<file path="src/rtl/alu_seq.sv">
// rtl/alu_seq.sv - registered W-bit ALU with valid/ready handshake; iterative MUL when ALU_MUL_EN is defined
module alu_seq #(
   parameter int W = 8
) (
   input  logic         clk,
   input  logic         rst_n,
   input  logic         in_valid,
   output logic         in_ready,
   input  logic [W-1:0] inputA,
   input  logic [W-1:0] inputB,
   input  logic         carryIn,
   input  logic [2:0]   func,
   output logic         out_valid,
   output logic [W-1:0] result,
   output logic         carryOut,
   output logic         zero,
   output logic         negetive
);

   localparam logic [2:0] F_ADD = 3'b000;
   localparam logic [2:0] F_SUB = 3'b001;
   localparam logic [2:0] F_AND = 3'b010;
   localparam logic [2:0] F_OR  = 3'b011;
   localparam logic [2:0] F_XOR = 3'b100;
   localparam logic [2:0] F_SHL = 3'b101;
   localparam logic [2:0] F_SHR = 3'b110;
   localparam logic [2:0] F_MUL = 3'b111;

   logic         accept;
   logic [W:0]   sum_add;
   logic [W:0]   sum_sub;
   logic [W-1:0] op_res;
   logic         op_carry;

   // completion strobe and the value it publishes
   logic         done;
   logic [W-1:0] done_res;
   logic         done_carry;

   logic [W-1:0] result_q, result_d;
   logic         carry_q, carry_d;
   logic         zero_q, zero_d;
   logic         neg_q, neg_d;
   logic         out_valid_q, out_valid_d;

   assign accept  = in_valid && in_ready;
   assign sum_add = {1'b0, inputA} + {1'b0, inputB} + {{W{1'b0}}, carryIn};
   assign sum_sub = {1'b0, inputA} + {1'b0, ~inputB} + {{W{1'b0}}, carryIn};

   // single-cycle operations; the MUL slot yields zero and is overridden by the iterative path when built
   always_comb begin
      op_res   = '0;
      op_carry = 1'b0;
      case (func)
         F_ADD: begin
            op_res   = sum_add[W-1:0];
            op_carry = sum_add[W];
         end
         F_SUB: begin
            op_res   = sum_sub[W-1:0];
            op_carry = sum_sub[W];
         end
         F_AND: op_res = inputA & inputB;
         F_OR:  op_res = inputA | inputB;
         F_XOR: op_res = inputA ^ inputB;
         F_SHL: begin
            op_res   = {inputA[W-2:0], carryIn};
            op_carry = inputA[W-1];
         end
         F_SHR: begin
            op_res   = {carryIn, inputA[W-1:1]};
            op_carry = inputA[0];
         end
         F_MUL: begin
            op_res   = '0;
            op_carry = 1'b0;
         end
         default: begin
            op_res   = '0;
            op_carry = 1'b0;
         end
      endcase
   end

`ifdef ALU_MUL_EN
   localparam int CW = $clog2(W + 1);

   typedef enum logic [0:0] {
      S_IDLE = 1'b0,
      S_MUL  = 1'b1
   } state_t;

   state_t          state_q, state_d;
   logic [2*W-1:0]  mcand_q, mcand_d;
   logic [2*W-1:0]  acc_q, acc_d;
   logic [W-1:0]    mplier_q, mplier_d;
   logic [CW-1:0]   count_q, count_d;
   logic [2*W-1:0]  pp0;
   logic [2*W-1:0]  pp1;
   logic [2*W-1:0]  prod_final;

   // The accept edge only loads operands, so the W-1 MUL cycles must cover W multiplier bits:
   // the last cycle folds in the two remaining partial products at once.
   assign pp0        = mplier_q[0] ? mcand_q : '0;
   assign pp1        = mplier_q[1] ? (mcand_q << 1) : '0;
   assign prod_final = acc_q + pp0 + pp1;
   assign in_ready   = (state_q == S_IDLE);

   // multiplier sequencing registers
   always_ff @(posedge clk or negedge rst_n) begin
      if (!rst_n) begin
         state_q  <= S_IDLE;
         mcand_q  <= '0;
         acc_q    <= '0;
         mplier_q <= '0;
         count_q  <= '0;
      end else begin
         state_q  <= state_d;
         mcand_q  <= mcand_d;
         acc_q    <= acc_d;
         mplier_q <= mplier_d;
         count_q  <= count_d;
      end
   end

   // next state: start MUL or complete in place from IDLE, one shift-add step per MUL cycle
   always_comb begin
      state_d    = state_q;
      mcand_d    = mcand_q;
      acc_d      = acc_q;
      mplier_d   = mplier_q;
      count_d    = count_q;
      done       = 1'b0;
      done_res   = '0;
      done_carry = 1'b0;
      case (state_q)
         S_IDLE: begin
            if (accept) begin
               if (func == F_MUL) begin
                  state_d  = S_MUL;
                  mcand_d  = {{W{1'b0}}, inputA};
                  mplier_d = inputB;
                  acc_d    = '0;
                  count_d  = CW'(W);
               end else begin
                  done       = 1'b1;
                  done_res   = op_res;
                  done_carry = op_carry;
               end
            end
         end
         S_MUL: begin
            count_d = count_q - CW'(1);
            if (count_q == CW'(2)) begin
               state_d    = S_IDLE;
               done       = 1'b1;
               done_res   = prod_final[W-1:0];
               done_carry = |prod_final[2*W-1:W];
            end else begin
               acc_d    = acc_q + pp0;
               mcand_d  = mcand_q << 1;
               mplier_d = mplier_q >> 1;
            end
         end
         default: state_d = S_IDLE;
      endcase
   end
`else
   assign in_ready = 1'b1;

   // every accepted request completes on its accept edge
   always_comb begin
      done       = accept;
      done_res   = op_res;
      done_carry = op_carry;
   end
`endif

   // a completion loads result and flags and pulses out_valid; otherwise everything holds
   always_comb begin
      result_d    = result_q;
      carry_d     = carry_q;
      zero_d      = zero_q;
      neg_d       = neg_q;
      out_valid_d = done;
      if (done) begin
         result_d = done_res;
         carry_d  = done_carry;
         zero_d   = (done_res == '0);
         neg_d    = done_res[W-1];
      end
   end

   // output registers
   always_ff @(posedge clk or negedge rst_n) begin
      if (!rst_n) begin
         result_q    <= '0;
         carry_q     <= 1'b0;
         zero_q      <= 1'b0;
         neg_q       <= 1'b0;
         out_valid_q <= 1'b0;
      end else begin
         result_q    <= result_d;
         carry_q     <= carry_d;
         zero_q      <= zero_d;
         neg_q       <= neg_d;
         out_valid_q <= out_valid_d;
      end
   end

   assign result    = result_q;
   assign carryOut  = carry_q;
   assign zero      = zero_q;
   assign negetive  = neg_q;
   assign out_valid = out_valid_q;

endmodule
</file>
<file path="config.mk">
export PLATFORM = sky130hd
export DESIGN_NAME = alu_seq
export DESIGN_NICKNAME = d
export VERILOG_FILES = /design/src/rtl/alu_seq.sv
export SDC_FILE = /design/constraint.sdc
export NUM_CORES = 1
export LEC_CHECK = 0
export CORE_MARGIN = 2
export CORE_UTILIZATION = 55
export CTS_CLUSTER_DIAMETER = 60
export DETAILED_ROUTE_END_ITERATION = 8
export GPL_TIMING_DRIVEN = 0
export PLACE_DENSITY = 0.84
export SLEW_MARGIN = 15
export SYNTH_ARGS = -nofsm -noshare
export SYNTH_HDL_FRONTEND = slang
export SYNTH_SLANG_ARGS = --single-unit
</file>
<file path="constraint.sdc">
create_clock -name clk -period 2.2 [get_ports clk]
set_input_delay 0.22 -clock clk [delete_from_list [all_inputs] [get_ports clk]]
set_output_delay 0.22 -clock clk [all_outputs]
set_load 0.01 [all_outputs]
</file>
# --- Word level (Yosys, flattened, before mapping) ---
# Index checks and enable logic that the tools add are counted.
totals:
  ff_bits: 12
  inputBits: 23
  out_inout_bits: 13
  elab_cells: 24
op_classes:
  addsub: 4
  eq_ne: 7
  muxes: 2
  bitwise_logic: 4
  n_reduce_logical: 2
ops:
  columns: ["cell", "n"]
  rows:
  - ["$pmux 8 s8", 1]
  - ["$add 8x8->9", 2]
  - ["$add 9x1->9", 2]
  - ["$eq 3x3->1 const B", 4]
  - ["$and 8x8->8", 1]
  - ["$logic_not 8->1", 1]
  - ["$not 8->8", 1]
  - ["$or 8x8->8", 1]
  - ["$xor 8x8->8", 1]
  - ["$eq 3x2->1 const B", 2]
  - ["$pmux 1 s4", 1]
  - ["$eq 3x1->1 const B", 1]
  - ["$logic_not 3->1", 1]

# --- Longest topological paths before layout ---
# Gate-level depths: netlist (run 1).
depth:
  depth_word: 5
  depth_mapped: 11
  mapped_depth_nobuf: 11

# --- Worst setup path after synthesis (run 1) ---
# No wires, ideal clock.
synth_timing:
  path_kind: "input port to flip-flop"
  start: "input inputA[0]"
  end: "register zero_q, in the netlist zero"
  setup_time_ns: 0.067
  arrival_time_ns: 2.318
  required_time_ns: 2.133
  slack_ns: -0.186
  stages: 10
  path_buffers: 0
  path_cell_list: "inv_1 fa_1 fa_1 xor2_1 a22oi_1 nor2_1 o32a_1 nor3_1 nor4bb_1 a32o_1"
synth_via:
  elab_chain_cells: 4
  elab_cells_between_ends: 9
  cone_classes: "4 x add/sub; 1 x mux; 3 x bitwise; 1 x reduce/logical"
synth_lines:
  columns: ["element", "line", "rtl"]
  rows:
  - ["start, declared", "9", "input logic [W-1:0] inputA,"]
  - ["$add 8x8->9, on equally long branches", "48, 47", null]
  - ["$add 9x1->9, on equally long branches", "48, 47", null]
  - ["$pmux 8 s8 (*)", "54", "case (func)"]
  - ["$logic_not 8->1 (*)", "189", "zero_d = (done_res == '0);"]
  - ["end signal, assigned", "205", "zero_q <= zero_d;"]
  - ["end, declared", "42", "logic zero_q, zero_d;"]
# Mark *: on every way between the ends. The rest lies on a longest branch, timed or not.
# A chain may end at the register's enable or synchronous reset.

# --- Final worst setup path (run 1) ---
layout_timing:
  start: "input inputB[0]"
  end: "register zero_q, in the netlist zero"
layout_via:
  elab_chain_cells: 5
  elab_cells_between_ends: 10
  cone_classes: "4 x add/sub; 1 x mux; 4 x bitwise; 1 x reduce/logical"
layout_lines:
  columns: ["element", "line", "rtl"]
  rows:
  - ["start, declared", "10", "input logic [W-1:0] inputB,"]
  - ["$not 8->8", "48", "assign sum_sub = {1'b0, inputA} + {1'b0, ~inputB} + {{W{1'b0}}, carryIn};"]
  - ["$add 8x8->9", "48", null]
  - ["$add 9x1->9", "48", null]
  - ["$pmux 8 s8 (*)", "54", null]
  - ["$logic_not 8->1 (*)", "189", null]
# Marks and branches as above.

==> impl_metrics.csv, run 1 <==
group,metric,value,unit
place,pre_cts_ws,-0.977,ns
setup_path,critPathTopFamily,"compound AO/OA/AOI/OAI gates",
logic_synthesis,postSynthCellCount,231,
power_and_ir_drop,power,1.06,mW
setup_path,start_kind,"primary input",
timing,max_freq,0.426,GHz
setup_path,crit_start,"inputB[0]",
global_route,grt_pass1_vias,1825,
place,gp_congestion,0.960,
setup_path,critPathCaptureType,"flop",
floorplanning,fp-row-count,20,
timing,fin_ws,-0.148,ns
floorplanning,top_level_ports,36,
clock_network,clk_pin_slew,0.07,ns
detailed_routing,wl_per_cell,18.0,µm
logic_synthesis,yosysMostFrequentCell,"nor2_1",
detailed_routing,via_per_inst,6.16,
status,failed_checks,"negative setup slack",
timing,setup_viol,3,
global_route,antenna_found_initial,0,
setup_path,cp_slowest_stage_delay,0.39,ns
power_and_ir_drop,ir_drop,0.160,mV
floorplanning,die-area,3820,µm²
floorplanning,placeableCoreArea,3100,µm²
timing,hold_violations,0,
flow_run,maxCapViolations,0,
detailed_routing,num_vias,2039,
setup_path,crit_path_frequent_cell,"inv_1",
logic_synthesis,synth_area_per_cell,7.95,µm²
timing,slew_viol_final,0,
global_route,grt.overflow.total,0,
cells_and_area,synthToLayoutAreaGrowth,43.4,%
floorplanning,die_w,61.8,µm
setup_path,crit_buf_inv,3,
logic_synthesis,yosysSeqAreaShare,0.150,
detailed_routing,postRouteAntennaNets,0,
logic_synthesis,syn_area,1840,µm²
clock_network,clk-insertion-delay-late,0.27,ns
detailed_routing,drt-total-wl,5970,µm
clock_network,ctsHoldBuffers,0,
detailed_routing,drt_iter0_markers,172,
cells_and_area,n_fill_cell,195,
cells_and_area,nets,338,
hold_path,min_path_type,"in2async",
logic_synthesis,synthFlopType,"dfrtp_1",
timing,slew_headroom,0.638,
logic_synthesis,synth_edf_count,0,
clock_network,clkSinkCount,11,
global_route,grt_usage,0.280,
logic_synthesis,synth_seq_cells,11,
setup_path,worstSetupPathType,"in2reg",
clock_network,cts-root-buf,"clkbuf_4",
place,dpl.hpwl,3750,µm
detailed_routing,drc,0,
logic_synthesis,synth_warnings,0,
power_and_ir_drop,powerDensity,403,nW/µm²
logic_synthesis,synthDistinctLibCells,56,
floorplanning,initial_utilization,0.592,
setup_path,r2r_end,"result[2]",
status,outcome,"complete, but fails checks",
clock_network,htree_levels,1,
global_route,grt_max_degree,12,
timing,worstMarginPinSlew,0.529,ns
setup_path,path_max_fanout,3,
setup_path,reg2reg_from,"result[2]",
clock_network,numCtsBuffers,3,
cells_and_area,antenna_cells,0,
power_and_ir_drop,p_leak,1.15,nW
logic_synthesis,ys_top_cells_by_count,"nor2_1, ha_1, inv_1",
timing,fin_crit,2.35,ns
setup_path,required,2.37,ns
clock_network,tritoncts,"built",
setup_path,slowest_stage,"fa_2",
logic_synthesis,syn-num-nets,281,
setup_path,r2r_cells,1,
timing,post-route-period-util,1.07,
logic_synthesis,async_flop_share,1.00,
logic_synthesis,yosysTopAreaCell,"ha_1",
cells_and_area,layout-drive-gt1-share,0.314,
setup_path,rrSetupSlack,1.44,ns
clock_network,clk_path_buf_depth,2,
setup_path,path_cells,"buf_2 -> inv_1 -> fa_1 -> inv_1 -> fa_2 -> a211oi_2 -> nor2_2 -> nor4_1 -> or3_1 -> o32a_1 -> a31oi_2 -> a32o_1",
global_route,grt_pass1_wl,8100,µm
timing,clock-skew-final,0,ns
place,io_buffers,34,
setup_path,arrival,2.52,ns
detailed_routing,dr.pass1.iters,5,
logic_synthesis,synth.top_cell.area_share,0.157,
floorplanning,die_y,61.8,µm
timing,rsz0062_at_grt,"true",
logic_synthesis,synth_area_leaders,"ha_1, dfrtp_1, a21oi_1, nor2_1, fa_1",
-- cells by family after synthesis --
| logic type | synth area share |
|---|---|
| other cells | 0.00204 |
| simple gates | 0.198 |
| mux | 0.0586 |
| fa+ha+maj | 0.200 |
| xor+xnor | 0.0382 |
| flops | 0.150 |
| compound gates | 0.251 |
| buf+inv | 0.102 |
-- worst max path at each step --
| stage | to | slack (ns) | depth (start not counted) |
|---|---|---|---|
| 2_1_floorplan | zero | -0.05 | 10 |
| 3_3_place_gp | zero | -0.94 | 11 |
| 3_5_place_dp | zero | -0.98 | 11 |
| 4_1_cts | zero | -0.19 | 11 |
| 5_1_grt | zero | -0.19 | 12 |
| 6_report | zero | -0.15 | 12 |
-- timing repair --
| action | 4_1_cts | 5_1_grt |
|---|---|---|
| gates resized for setup | 63 | 28 |
| setup endpoints to repair | 9 | 6 |
| buffers inserted | 9 | 9 |
| cloned | 0 | 0 |
| pin swaps | 16 | 20 |
-- registers in the layout, indices dropped and copies added (netlist names) --
signal and flops:
carryOut 1, zero 1, out_valid 1, result 8
-- layer usage --
layer | global-route usage | up-vias | part of all wire
met2 | 0.505 | 148 | 0.49
met5 | 0 | - | 0
met3 | 0.0124 | 36 | 0.086
li1 | - | 926 | -
met1 | 0.359 | 929 | 0.37
met4 | 0.0851 | 0 | 0.054
-- layout make-up --
type	count	area, µm²	area share
flip-flops and latches	11	275	0.105
repair buffers	52	469	0.178
clock buffers	4	26.3	0.00999
plain buffers	13	108	0.0409
well taps	44	55.1	0.0209
multi-input cells	184	1600	0.610
inverters	23	93.8	0.0357
-- stage by stage --
step	hold slack, ns	area (µm²)	TNS, ns	utilization	cells
6_report	0.257	2630	-0.261	0.848	331
5_1_grt	0.307	2630	-0.385	0.848	331
4_1_cts	0.284	2460	-0.192	0.793	322
3_5_place_dp	0.483	2240	-5.98	0.721	309
3_3_place_gp	0.473	2240	-5.64	0.721	309
2_1_floorplan	-0.0756	1840	-0.0507	-	231
-- power by group --
group | internal [mW] | switching [mW]
combinational | 0.334 | 0.336
clock | 0.0704 | 0.0715
sequential | 0.231 | 0.0171
total | 0.636 | 0.425
-- layout by cell type, fill, tap and decap left out, drive strengths merged, types with 4 or more instances in the layout --
cell / instances
nand2: 7
nor3: 8
a22oi: 4
o21ai: 11
mux2: 6
clkbuf: 8
nand2b: 6
nor2: 25
a211oi: 4
xnor2: 5
dfrtp: 11
fa: 4
dlygate4sd2: 5
nand3: 5
a31oi: 4
a21oi: 19
inv: 23
ha: 23
mux2i: 4
clkdlybuf4s50: 19
buf: 34
nor2b: 9
Note: power is estimated with default switching activity, not from simulation.
==> inputs of run 2 (changes only) <==
--- a/config.mk
+++ b/config.mk
@@ -7,6 +7,7 @@
 export LEC_CHECK = 0
 export CORE_MARGIN = 2
 export CORE_UTILIZATION = 55
+export CTS_BUF_LIST = sky130_fd_sc_hd__clkbuf_16
 export CTS_CLUSTER_DIAMETER = 60
 export DETAILED_ROUTE_END_ITERATION = 8
 export GPL_TIMING_DRIVEN = 0
==> impl_metrics.csv, run 2 (synthesis results as in run 1) <==
group,metric,value,unit
status,outcome,"complete, but fails checks",
status,failed_checks,"negative setup slack",
setup_path,crit_buf_inv,2,
setup_path,critPathCaptureType,"flop",
detailed_routing,via_per_inst,6.07,
global_route,busiest_layer,"met2",
global_route,grt_use_met3,0.0331,
floorplanning,die_w,61.8,µm
setup_path,crit_path_frequent_cell,"fa_2",
cells_and_area,n_fill_cell,187,
place,dp_cells,309,
floorplanning,initial_utilization,0.592,
cells_and_area,layout-drive-gt1-share,0.299,
flow_run,maxCapViolations,0,
timing,fin_ws,-0.151,ns
cells_and_area,nets,335,
setup_path,path_max_fanout,4,
detailed_routing,num_vias,1991,
setup_path,required,2.37,ns
clock_network,clk_pin_slew,0.04,ns
clock_network,clk_path_buf_depth,2,
setup_path,critPathTopFamily,"compound AO/OA/AOI/OAI gates",
timing,setup_viol,3,
power_and_ir_drop,ir_drop,0.219,mV
hold_path,min_path_type,"in2async",
floorplanning,die-area,3820,µm²
global_route,met1_usage,0.378,
floorplanning,fp-row-count,20,
floorplanning,top_level_ports,36,
cells_and_area,final_cell_mix,"nor2_1, buf_4, ha_1, clkdlybuf4s50_1, inv_1",
detailed_routing,dr.pass1.iters,4,
power_and_ir_drop,p_leak,1.16,nW
floorplanning,placeableCoreArea,3100,µm²
setup_path,slowest_stage,"fa_2",
cells_and_area,mostFrequentLayoutCell,"nor2_1",
cells_and_area,largest_reg_flops,8,
place,dpl.hpwl,3750,µm
clock_network,ctsHoldBuffers,0,
setup_path,path_cells,"buf_12 -> inv_6 -> fa_2 -> fa_2 -> nor3_1 -> a211o_1 -> xnor2_1 -> a221oi_2 -> a21oi_2 -> nor4bb_4 -> a32o_1",
setup_path,arrival,2.52,ns
clock_network,htree_levels,1,
cells_and_area,antenna_cells,0,
clock_network,clk-insertion-delay-late,0.23,ns
detailed_routing,wl_per_cell,17.5,µm
global_route,grt.overflow.total,0,
timing,clock-skew-final,0,ns
global_route,grt_max_degree,12,
power_and_ir_drop,power,1.21,mW
cells_and_area,synthToLayoutAreaGrowth,42.7,%
place,place_area,2240,µm²
global_route,grt_usage,0.300,
clock_network,numCtsBuffers,3,
setup_path,cp_slowest_stage_delay,0.40,ns
global_route,met2_usage,0.519,
setup_path,start_kind,"primary input",
cells_and_area,final_cell_count_no_fill,328,
clock_network,tritoncts,"built",
timing,rsz0062_at_grt,"true",
clock_network,cts-root-buf,"clkbuf_16",
detailed_routing,drc,0,
timing,fin_crit,2.35,ns
clock_network,clkSinkCount,11,
timing,max_freq,0.425,GHz
timing,fin_hold_ws,0.312,ns
setup_path,worstSetupPathType,"in2reg",
detailed_routing,drt-total-wl,5730,µm
timing,hold_violations,0,
cells_and_area,utilization,0.844,
global_route,grt_pass1_vias,1954,
detailed_routing,postRouteAntennaNets,0,
global_route,grt_pass1_wl,8710,µm
timing,slew_viol_final,0,
floorplanning,die_y,61.8,µm
detailed_routing,drt_iter0_markers,174,
timing,post-route-period-util,1.07,
power_and_ir_drop,powerDensity,463,nW/µm²
place,io_buffers,34,
place,gp_congestion,0.960,
global_route,antenna_found_initial,0,
cells_and_area,final_area,2620,µm²
[run 2: cell count changes in the layout (fill, tap and decap cells not counted), moves of 2 or more]
cell / before / now
clkbuf_4: 3 / 0
clkbuf_2: 3 / 1
clkbuf_16: 0 / 3
ha_4: 5 / 3
buf_6: 6 / 4
[run 2: what timing repair did]
| action | 4_1_cts | 5_1_grt |
|---|---|---|
| pin swaps | 19 | 10 |
| cloned | 0 | 0 |
| gates resized for setup | 72 | 15 |
| buffers inserted | 10 | 6 |
| hold endpoints to repair | 0 | 0 |
| endpoints found under the setup margin | 9 | 7 |
[run 2: worst paths after layout]
kind | startpoint | end | slack [ns] | cells past startpoint
max reg2reg | result[2] | result[2] | 1.42 | 1
max | inputA[0] | zero | -0.15 | 11
max in group asynchronous | rst_n | result[1] | 1.57 | 1
min | rst_n | carryOut | 0.31 | 1
min reg2reg | result[0] | result[0] | 0.49 | 1
min in group clk | result[0] | result[0] | 0.49 | 1
[run 2: layout make-up]
cell class	count	area [µm²]	area share
timing repair buffer	50	454	0.173
tap	44	55.1	0.0210
sequential	11	275	0.105
inverter	23	93.8	0.0358
clock buffer	3	75.1	0.0287
multi-input combinational	184	1570	0.598
clock inverter	1	3.75	0.00143
buffer	12	96.3	0.0368
[run 2: stage by stage]
step / TNS [ns] / worst slack (ns)
5_1_grt: -0.477 / -0.228
3_5_place_dp: -5.98 / -0.977
4_1_cts: -0.196 / -0.196
6_report: -0.231 / -0.151
3_3_place_gp: -5.64 / -0.940
2_1_floorplan: -0.0507 / -0.0507
[run 2: metal layers]
layer,part of all wire,vias to the layer above
met4,0.032,0
met3,0.071,24
met2,0.50,120
li1,-,919
met1,0.40,928
met5,0,-
[run 2: report_power, final]
part           internal, mW  switching (mW)  total [mW]
combinational         0.318           0.322       0.640
clock                 0.238          0.0842       0.322
sequential            0.232          0.0178       0.250
